<file path="config.mk">
export PLATFORM = sky130hd
export DESIGN_NAME = rggen_adapter_core
export DESIGN_NICKNAME = d
export VERILOG_FILES = /design/src/rtl/rggen_adapter_core.sv
export SDC_FILE = /design/constraint.sdc
export NUM_CORES = 1
export LEC_CHECK = 0
export CAP_MARGIN = 25
export CORE_ASPECT_RATIO = 0.75
export CORE_MARGIN = 4
export CORE_UTILIZATION = 18
export CTS_BUF_LIST = sky130_fd_sc_hd__clkbuf_8
export DETAILED_ROUTE_END_ITERATION = 12
export PLACE_DENSITY = 0.93
export SETUP_SLACK_MARGIN = 0.15
export SLEW_MARGIN = 40
export SYNTH_ARGS = -nofsm -noshare
export SYNTH_HDL_FRONTEND = slang
export SYNTH_SLANG_ARGS = --single-unit
export TNS_END_PERCENT = 100
</file>
<file path="constraint.sdc">
create_clock -name i_clk -period 2.7 [get_ports i_clk]
set_clock_uncertainty 0.05 [all_clocks]
set_input_delay 0.675 -clock i_clk [delete_from_list [all_inputs] [get_ports i_clk]]
set_output_delay 0.675 -clock i_clk [all_outputs]
set_load 0.05 [all_outputs]
</file>
<file path="src/rtl/rggen_adapter_core.sv">
// ============================================================================
// Module   : rggen_adapter_core
// Brief    : Bus-to-register adapter core with optional request slicer and
//            access watchdog. Watchdog built only with RGGEN_ADAPTER_TIMEOUT_EN;
//            properties built only with RGGEN_ENABLE_SVA.
// Revision : 1.0 - initial release
// ============================================================================
`default_nettype none

module rggen_adapter_core #(
    parameter int                    BUS_WIDTH         = 32,
    parameter int                    ADDRESS_WIDTH     = 16,
    parameter int                    REGISTERS         = 1,
    parameter bit                    ERROR_STATUS      = 1'b0,
    parameter logic [BUS_WIDTH-1:0]  DEFAULT_READ_DATA = '0,
    parameter bit                    INSERT_SLICER     = 1'b0,
    parameter int                    TIMEOUT_CYCLES    = 0
) (
    input  logic                            i_clk,
    input  logic                            i_rst_n,
    // bus side
    input  logic                            i_bus_valid,
    input  logic [1:0]                      i_bus_access,
    input  logic [ADDRESS_WIDTH-1:0]        i_bus_address,
    input  logic [BUS_WIDTH-1:0]            i_bus_write_data,
    input  logic [BUS_WIDTH/8-1:0]          i_bus_strobe,
    output logic                            o_bus_ready,
    output logic [1:0]                      o_bus_status,
    output logic [BUS_WIDTH-1:0]            o_bus_read_data,
    // register side (request fields broadcast, valid per channel)
    output logic [REGISTERS-1:0]            o_reg_valid,
    output logic [1:0]                      o_reg_access,
    output logic [ADDRESS_WIDTH-1:0]        o_reg_address,
    output logic [BUS_WIDTH-1:0]            o_reg_write_data,
    output logic [BUS_WIDTH/8-1:0]          o_reg_strobe,
    input  logic [REGISTERS-1:0]            i_reg_active,
    input  logic [REGISTERS-1:0]            i_reg_ready,
    input  logic [2*REGISTERS-1:0]          i_reg_status,
    input  logic [BUS_WIDTH*REGISTERS-1:0]  i_reg_read_data,
    output logic                            o_timeout
);

    localparam logic [1:0] c_OKAY        = 2'b00;
    localparam logic [1:0] c_SLAVE_ERROR = 2'b10;
    localparam logic [1:0] c_UNMAPPED_STATUS = ERROR_STATUS ? c_SLAVE_ERROR : c_OKAY;

    typedef enum logic [1:0] {
        ST_IDLE  = 2'd0,
        ST_ISSUE = 2'd1,
        ST_WAIT  = 2'd2
    } state_e;

    state_e                 r_state;
    state_e                 w_state_next;
    logic                   r_bus_ready_q;
    logic                   w_start;
    logic                   w_hit;
    logic                   w_unmapped;
    logic                   w_finish;
    logic                   w_expire;
    logic [1:0]             w_rsp_status;
    logic [BUS_WIDTH-1:0]   w_rsp_data;

    // A new access may not start in the cycle right after a completion, and
    // nothing may be issued while reset is applied.
    assign w_start    = i_bus_valid && !r_bus_ready_q && i_rst_n;
    assign w_unmapped = ~|i_reg_active;
    assign w_finish   = w_hit || w_unmapped;

    generate
        if (INSERT_SLICER) begin : g_slicer
            logic [1:0]               r_slice_access;
            logic [ADDRESS_WIDTH-1:0] r_slice_address;
            logic [BUS_WIDTH-1:0]     r_slice_write_data;
            logic [BUS_WIDTH/8-1:0]   r_slice_strobe;

            always_ff @(posedge i_clk or negedge i_rst_n) begin
                if (!i_rst_n) begin
                    r_slice_access     <= '0;
                    r_slice_address    <= '0;
                    r_slice_write_data <= '0;
                    r_slice_strobe     <= '0;
                end else if (r_state == ST_IDLE && w_start) begin
                    r_slice_access     <= i_bus_access;
                    r_slice_address    <= i_bus_address;
                    r_slice_write_data <= i_bus_write_data;
                    r_slice_strobe     <= i_bus_strobe;
                end
            end

            assign o_reg_access     = r_slice_access;
            assign o_reg_address    = r_slice_address;
            assign o_reg_write_data = r_slice_write_data;
            assign o_reg_strobe     = r_slice_strobe;
        end else begin : g_no_slicer
            assign o_reg_access     = i_bus_access;
            assign o_reg_address    = i_bus_address;
            assign o_reg_write_data = i_bus_write_data;
            assign o_reg_strobe     = i_bus_strobe;
        end
    endgenerate

`ifdef RGGEN_ADAPTER_TIMEOUT_EN
    generate
        if (TIMEOUT_CYCLES > 0) begin : g_watchdog
            localparam int             c_CW      = $clog2(TIMEOUT_CYCLES + 1);
            localparam logic [c_CW-1:0] c_CNT_MAX = c_CW'(TIMEOUT_CYCLES);
            localparam logic [c_CW-1:0] c_CNT_EXP = c_CW'(TIMEOUT_CYCLES - 1);
            logic [c_CW-1:0] r_count;

            // Held at zero outside WAIT, so every entry into WAIT starts from 0.
            always_ff @(posedge i_clk or negedge i_rst_n) begin
                if (!i_rst_n) begin
                    r_count <= '0;
                end else if (r_state != ST_WAIT) begin
                    r_count <= '0;
                end else if (r_count != c_CNT_MAX) begin
                    r_count <= r_count + c_CW'(1);
                end
            end

            assign w_expire = (r_state == ST_WAIT) && (r_count == c_CNT_EXP);
        end else begin : g_no_watchdog
            assign w_expire = 1'b0;
        end
    endgenerate
`else
    assign w_expire = 1'b0;
`endif

    // Lowest-indexed ready channel wins.
    always_comb begin
        w_hit        = 1'b0;
        w_rsp_status = c_UNMAPPED_STATUS;
        w_rsp_data   = DEFAULT_READ_DATA;
        for (int i = REGISTERS - 1; i >= 0; i--) begin
            if (i_reg_ready[i]) begin
                w_hit        = 1'b1;
                w_rsp_status = i_reg_status[2*i +: 2];
                w_rsp_data   = i_reg_read_data[BUS_WIDTH*i +: BUS_WIDTH];
            end
        end
    end

    always_ff @(posedge i_clk or negedge i_rst_n) begin
        if (!i_rst_n) begin
            r_state       <= ST_IDLE;
            r_bus_ready_q <= 1'b0;
        end else begin
            r_state       <= w_state_next;
            r_bus_ready_q <= o_bus_ready;
        end
    end

    always_comb begin
        w_state_next    = r_state;
        o_reg_valid     = '0;
        o_bus_ready     = 1'b0;
        o_bus_status    = w_rsp_status;
        o_bus_read_data = w_rsp_data;
        o_timeout       = 1'b0;
        case (r_state)
            ST_IDLE: begin
                if (w_start) begin
                    if (INSERT_SLICER) begin
                        w_state_next = ST_ISSUE;
                    end else begin
                        o_reg_valid = '1;
                        if (w_finish) begin
                            o_bus_ready = 1'b1;
                        end else begin
                            w_state_next = ST_WAIT;
                        end
                    end
                end
            end
            ST_ISSUE: begin
                o_reg_valid = '1;
                if (w_finish) begin
                    o_bus_ready  = 1'b1;
                    w_state_next = ST_IDLE;
                end else begin
                    w_state_next = ST_WAIT;
                end
            end
            ST_WAIT: begin
                if (w_finish) begin
                    o_bus_ready  = 1'b1;
                    w_state_next = ST_IDLE;
                end else if (w_expire) begin
                    o_bus_ready     = 1'b1;
                    o_bus_status    = c_SLAVE_ERROR;
                    o_bus_read_data = DEFAULT_READ_DATA;
                    o_timeout       = 1'b1;
                    w_state_next    = ST_IDLE;
                end
            end
            default: begin
                w_state_next = ST_IDLE;
            end
        endcase
    end

`ifdef RGGEN_ENABLE_SVA
    a_req_stable: assert property (@(posedge i_clk) disable iff (!i_rst_n)
        (i_bus_valid && !o_bus_ready && !r_bus_ready_q) |=>
        (i_bus_valid && $stable({i_bus_access, i_bus_address, i_bus_write_data, i_bus_strobe})));
    a_active_onehot0: assert property (@(posedge i_clk) disable iff (!i_rst_n)
        $onehot0(i_reg_active));
    a_ready_no_b2b: assert property (@(posedge i_clk) disable iff (!i_rst_n)
        o_bus_ready |=> !o_bus_ready);
`endif

endmodule

`default_nettype wire

</file>
After elaboration in Yosys (flattened, before gate mapping) --
Cells that the tools add are included.
Word-level totals: register bits after elaboration 3, bits of input ports 93, output and inout bits 91, logic and storage cells 28
Cells by class: eq/ne operators 5, multiplexer cells 13, reductions and logical operators 8
Operators with widths (number):
- two-way mux 32 bit | 1
- two-way mux 2 bit | 5
- != test 2 bit, second input constant | 3
- one-hot mux 2 bit (3 select lines) | 1
- two-way mux 1 bit | 4
- one-hot mux 1 bit (2 select lines) | 2
- AND reduction 3 bit | 1
- equality test 2 x 1 -> 1 bit, second input constant | 1
- equality test 2 bit, second input constant | 1
- logical AND 1 bit | 2
- zero test 1 bit | 2
- zero test 2 bit | 1
- OR reduction 2 bit | 1
- logical OR 1 bit | 1

Longest topological paths before layout --
word-level depth 5, mapped depth 2, gate-level depth less buffers 2

Worst setup path after synthesis --
Ideal clock, no wire load.
kind input to output, from input i_bus_valid, to output o_bus_ready, arrival 1.601 ns, data required time 1.975 ns, setup slack 0.374 ns, cell stages on the path 2, path buffers 0, path through nand3b_1 a21oi_1
On the way: cells in the longest elaborated chain, start to end 4
RTL lines:
- from (decl) | line 22 | input logic i_bus_valid,
- logical AND 1 bit (2 in a row) | line 66 | assign w_start = i_bus_valid && !r_bus_ready_q && i_rst_n;
- two-way mux 1 bit | line 164 | if (w_start) begin
- one-hot mux 1 bit (2 select lines) | line 162 | case (r_state)
- to (decl) | line 27 | output logic o_bus_ready,
No other way between the ends.

Worst setup path in the final report --
from input i_rst_n, to output o_bus_ready
On the way: cells in the longest elaborated chain, start to end 3
RTL lines:
- from (decl) | line 20 | input logic i_rst_n,
- logical AND 1 bit | line 66
- two-way mux 1 bit | line 164
- one-hot mux 1 bit (2 select lines) | line 162
No other way between the ends.

==> flow_results.org <==
** Run status
- Status :: complete, no violations

** CTS
- In this run the number of H-tree levels came out at 1.
- Total clock buffers created by CTS :: 3
- Post-CTS repair timing setup buffer count :: 0
- Clock-pin slew on the worst setup and hold paths :: 0.03 ns
- Buffer levels on the longest clock path :: 2
- Clock Sinks :: 2
- Clock insertion delay at the later pin of the skew report :: 0.21 ns
- Clock tree from TritonCTS :: yes
- In this run the clock root is driven by a sky130_fd_sc_hd__clkbuf_8.

** Timing
- Final count of hold timing violations :: 0
- The count of pins over their slew limit came to 0.
- Across all hold checks on the routed design, the worst slack comes to 0.543 ns.
- Peak clock frequency supported by timing :: 407 MHz
- The worst path needs 2.46 ns of the cycle, external delays included.
- Period Utilization, post-route :: 0.911
- Setup repair after global routing missed its margin :: no
- Setup violators final :: 0
- Setup TNS :: 0 ns

** Pwr
- The share of total power dissipated in sequential elements is 0.068.
- Switching part of the total power :: 0.377
- Dividing total power by cell area gives a power density of 311 mW/mm^2.
- Lkg Pwr :: 0.634 nW
- Combinational share of power :: 0.684
- The share of total power dissipated in the clock network is 0.248.
- Highest ir drop seen on vdd :: 0.158 mV
- Internal power :: 0.000297 W
- Switching Power :: 0.000180 W

** Synthesis
- Of the post-synthesis cell area, the dominant cell type holds 0.567.
- Ranked by total cell area, the synthesized netlist is headed by sky130_fd_sc_hd__buf_4 (57%), sky130_fd_sc_hd__and2_1 (29%), sky130_fd_sc_hd__dfrtp_1 (6.9%), sky130_fd_sc_hd__clkbuf_2 (2.1%), sky130_fd_sc_hd__a21boi_0 (1.0%).
- Of all cell types, the one taking the most synthesized area is sky130_fd_sc_hd__buf_4.
- Count of cell types in the netlist :: 11
- The share of the Yosys chip area taken by registers is 0.0687.
- Flops & latches, synth :: 2
- Post-synth net total :: 194
- Warnings, synthesis :: 0
- Dividing the synthesized area by the synthesized cell count gives 7.21 sq um.
- Netlist Area Pre-Place :: 728 sq um
- Cell count after synthesis :: 101

** Setup path
- The critical path runs through a total of 4 cells.
- Register-to-Register Path Depth :: 2
- Crit path launch :: i_rst_n
- STA puts the critical path data required time at 1.98 ns.
- On the worst path, the slowest cell contributes a delay of 0.51 ns.
- Cells along the critical path :: clkdlybuf4s50_1, nand3b_1, a21oi_2, buf_12
- The kind of cell with the highest combined delay along the critical path is buffers and inverters.
- Counting both buffers and inverters, the worst setup path holds a total of 2.
- Critical path peak fanout :: 3
- In this run the critical register-to-register path is launched from r_bus_ready_q$_DFF_PN0_.
- The worst register-to-register path ends at r_bus_ready_q$_DFF_PN0_.
- STA puts the critical path data arrival time at 1.73 ns.
- The worst setup path is launched from a primary input.
- Slowest library cell on the worst path :: sky130_fd_sc_hd__clkdlybuf4s50_1
- STA classifies the critical path endpoint as an output pin.
- The worst setup path is of the in2out kind.
- Critical path destination :: o_bus_ready
- The setup check on the worst reg-to-reg path leaves a slack of 1.78 ns.

** Hold path
- Path class of the lowest-slack min-delay path :: reg2reg
- Along the worst hold path, the cell count comes to 2.

** Place
- In this run the tool buffered the top-level ports with 74 buffer cells.
- Placed cell areas :: 0.00149 sq mm
- Cells after DPL :: 172
- At the end of routability-driven placement, the weighted congestion stood at 0.675.
- Post-DP HPWL :: 2350 um

** Routing
- The routed design has 2660 um of wire.
- Post-detailed-route wirelength per cell :: 15.2 um
- The routed layout has 646 vias.
- The count of nets left with antenna violations once routing finished came out at 0.
- Using the TritonRoute via totals, the vias-per-cell ratio works out to 3.69.
- For this block, the initial DRC count from the detailed router was 7.
- DRC Markers :: 0
- Drt pass-1 iters :: 3

** Finish
- Commonest cells after routing, fill and taps aside :: sky130_fd_sc_hd__clkdlybuf4s50_1 (37), sky130_fd_sc_hd__buf_12 (36), sky130_fd_sc_hd__and2_1 (34)
- 0 antenna diodes ended up in the layout.
- Core occupancy in the finished layout :: 0.405
- Leaving out fill and tap cells, the most frequent cell in the layout is sky130_fd_sc_hd__clkdlybuf4s50_1.
- Fraction of layout instances using a drive strength above 1 :: 0.350
- Compared with the post-synthesis result, the final layout area differs by 110%.
- The finished cells cover 0.00153 sq mm.
- Final net count :: 218
- Non-Filler Instances :: 175

** Floorplan
- Pin placement for this block handled 184 I/O pins.
- Starting density of the core :: 0.193
- Die Y :: 63.1 um
- Floorplan die width :: 81.4 um
- Area enclosed by the die boundary :: 0.00514 sq mm
- Row count :: 19
- Core Box Area :: 0.00378 sq mm

** Job
- Across the run, the number of max-cap violations was 0.

** Global routing
- The via count of the first global-routing pass came to 709.
- Wire length of the first global-routing pass :: 3840 um
- Entering global routing, the biggest net connects 13 pins.
- Initial antenna violation count :: 0
- Global routing finished with a remaining overflow of 0.
- Total global-route track usage :: 0.0983
worst register-to-register path, stage by stage (launching register included):
cell and delay [ns]:
sky130_fd_sc_hd__dfrtp_1 0.34, sky130_fd_sc_hd__nand3b_1 0.20, sky130_fd_sc_hd__a21oi_2 0.24
state kept, by name, summed over array words and instances, names as in the netlist:
signal / count
r_bus_ready_q: 1
r_state: 1
per-layer routing:
layer  track usage  wire, um
met5        0.0556         0
met4        0.0338        24
met3        0.0897       481
met2         0.153      1380
met1        0.0865       774
how the worst min path moves through the flow:
stage	start	end	slack, ns
final	r_state[1]$_DFFE_PN0P_	r_bus_ready_q$_DFF_PN0_	0.54
after detailed placement	r_bus_ready_q$_DFF_PN0_	r_state[1]$_DFFE_PN0P_	0.53
after floorplan	i_rst_n	r_bus_ready_q$_DFF_PN0_	0.33
after global placement	r_state[1]$_DFFE_PN0P_	r_state[1]$_DFFE_PN0P_	0.48
after global routing	r_state[1]$_DFFE_PN0P_	r_state[1]$_DFFE_PN0P_	0.58
after CTS	r_state[1]$_DFFE_PN0P_	r_state[1]$_DFFE_PN0P_	0.53
cell families (layout without fill, tap and decap cells):
logic type / Yosys count / count (layout) / synth area share
AND/OR/NAND/NOR: 37 / 37 / 0.316
AO/OA/AOI/OAI: 2 / 2 / 0.0172
flip-flops: 2 / 2 / 0.0687
buffers and inverters: 59 / 81 / 0.593
other: 1 / 1 / 0.00515
area by class of cell:
cell class | count | area, sq um
Fill cell | 344 | 2250
Timing Repair Buffer | 77 | 1120
Multi-Input combinational cell | 40 | 250
Tap cell | 52 | 65.1
Sequential cell | 2 | 50.0
Clock buffer | 3 | 41.3
Inverter | 1 | 3.75
synth_stat cells, drive strengths merged:
| cell | instances |
|---|---|
| a21boi | 1 |
| a21oi | 1 |
| and2 | 34 |
| buf | 55 |
| clkbuf | 3 |
| conb | 1 |
| dfrtp | 2 |
| inv | 1 |
| nand3b | 1 |
| nor2 | 1 |
| nor2b | 1 |
power groups by stage:
stage          sequential, W  clock, W  combinational (W)
6_report           0.0000323  0.000118           0.000326
5_1_grt            0.0000324  0.000122           0.000339
4_1_cts            0.0000323  0.000122           0.000329
3_5_place_dp       0.0000326         0           0.000328
3_3_place_gp       0.0000325         0           0.000325
2_1_floorplan      0.0000325         0           0.000350
what timing repair did:
| item | CTS | global route |
|---|---|---|
| endpoints found under the setup margin | 24 | 1 |
| gates resized for setup | 1 | 1 |
| hold buffers | 0 | 0 |
through the flow:
| step | setup WS, ns | total power [W] |
|---|---|---|
| 2_1_floorplan | 0.374 | 0.000382 |
| 3_3_place_gp | 0.121 | 0.000358 |
| 3_5_place_dp | 0.134 | 0.000361 |
| 4_1_cts | 0.165 | 0.000483 |
| 5_1_grt | 0.155 | 0.000493 |
| 6_report | 0.241 | 0.000476 |
Note: power is estimated with default switching activity, not from simulation.
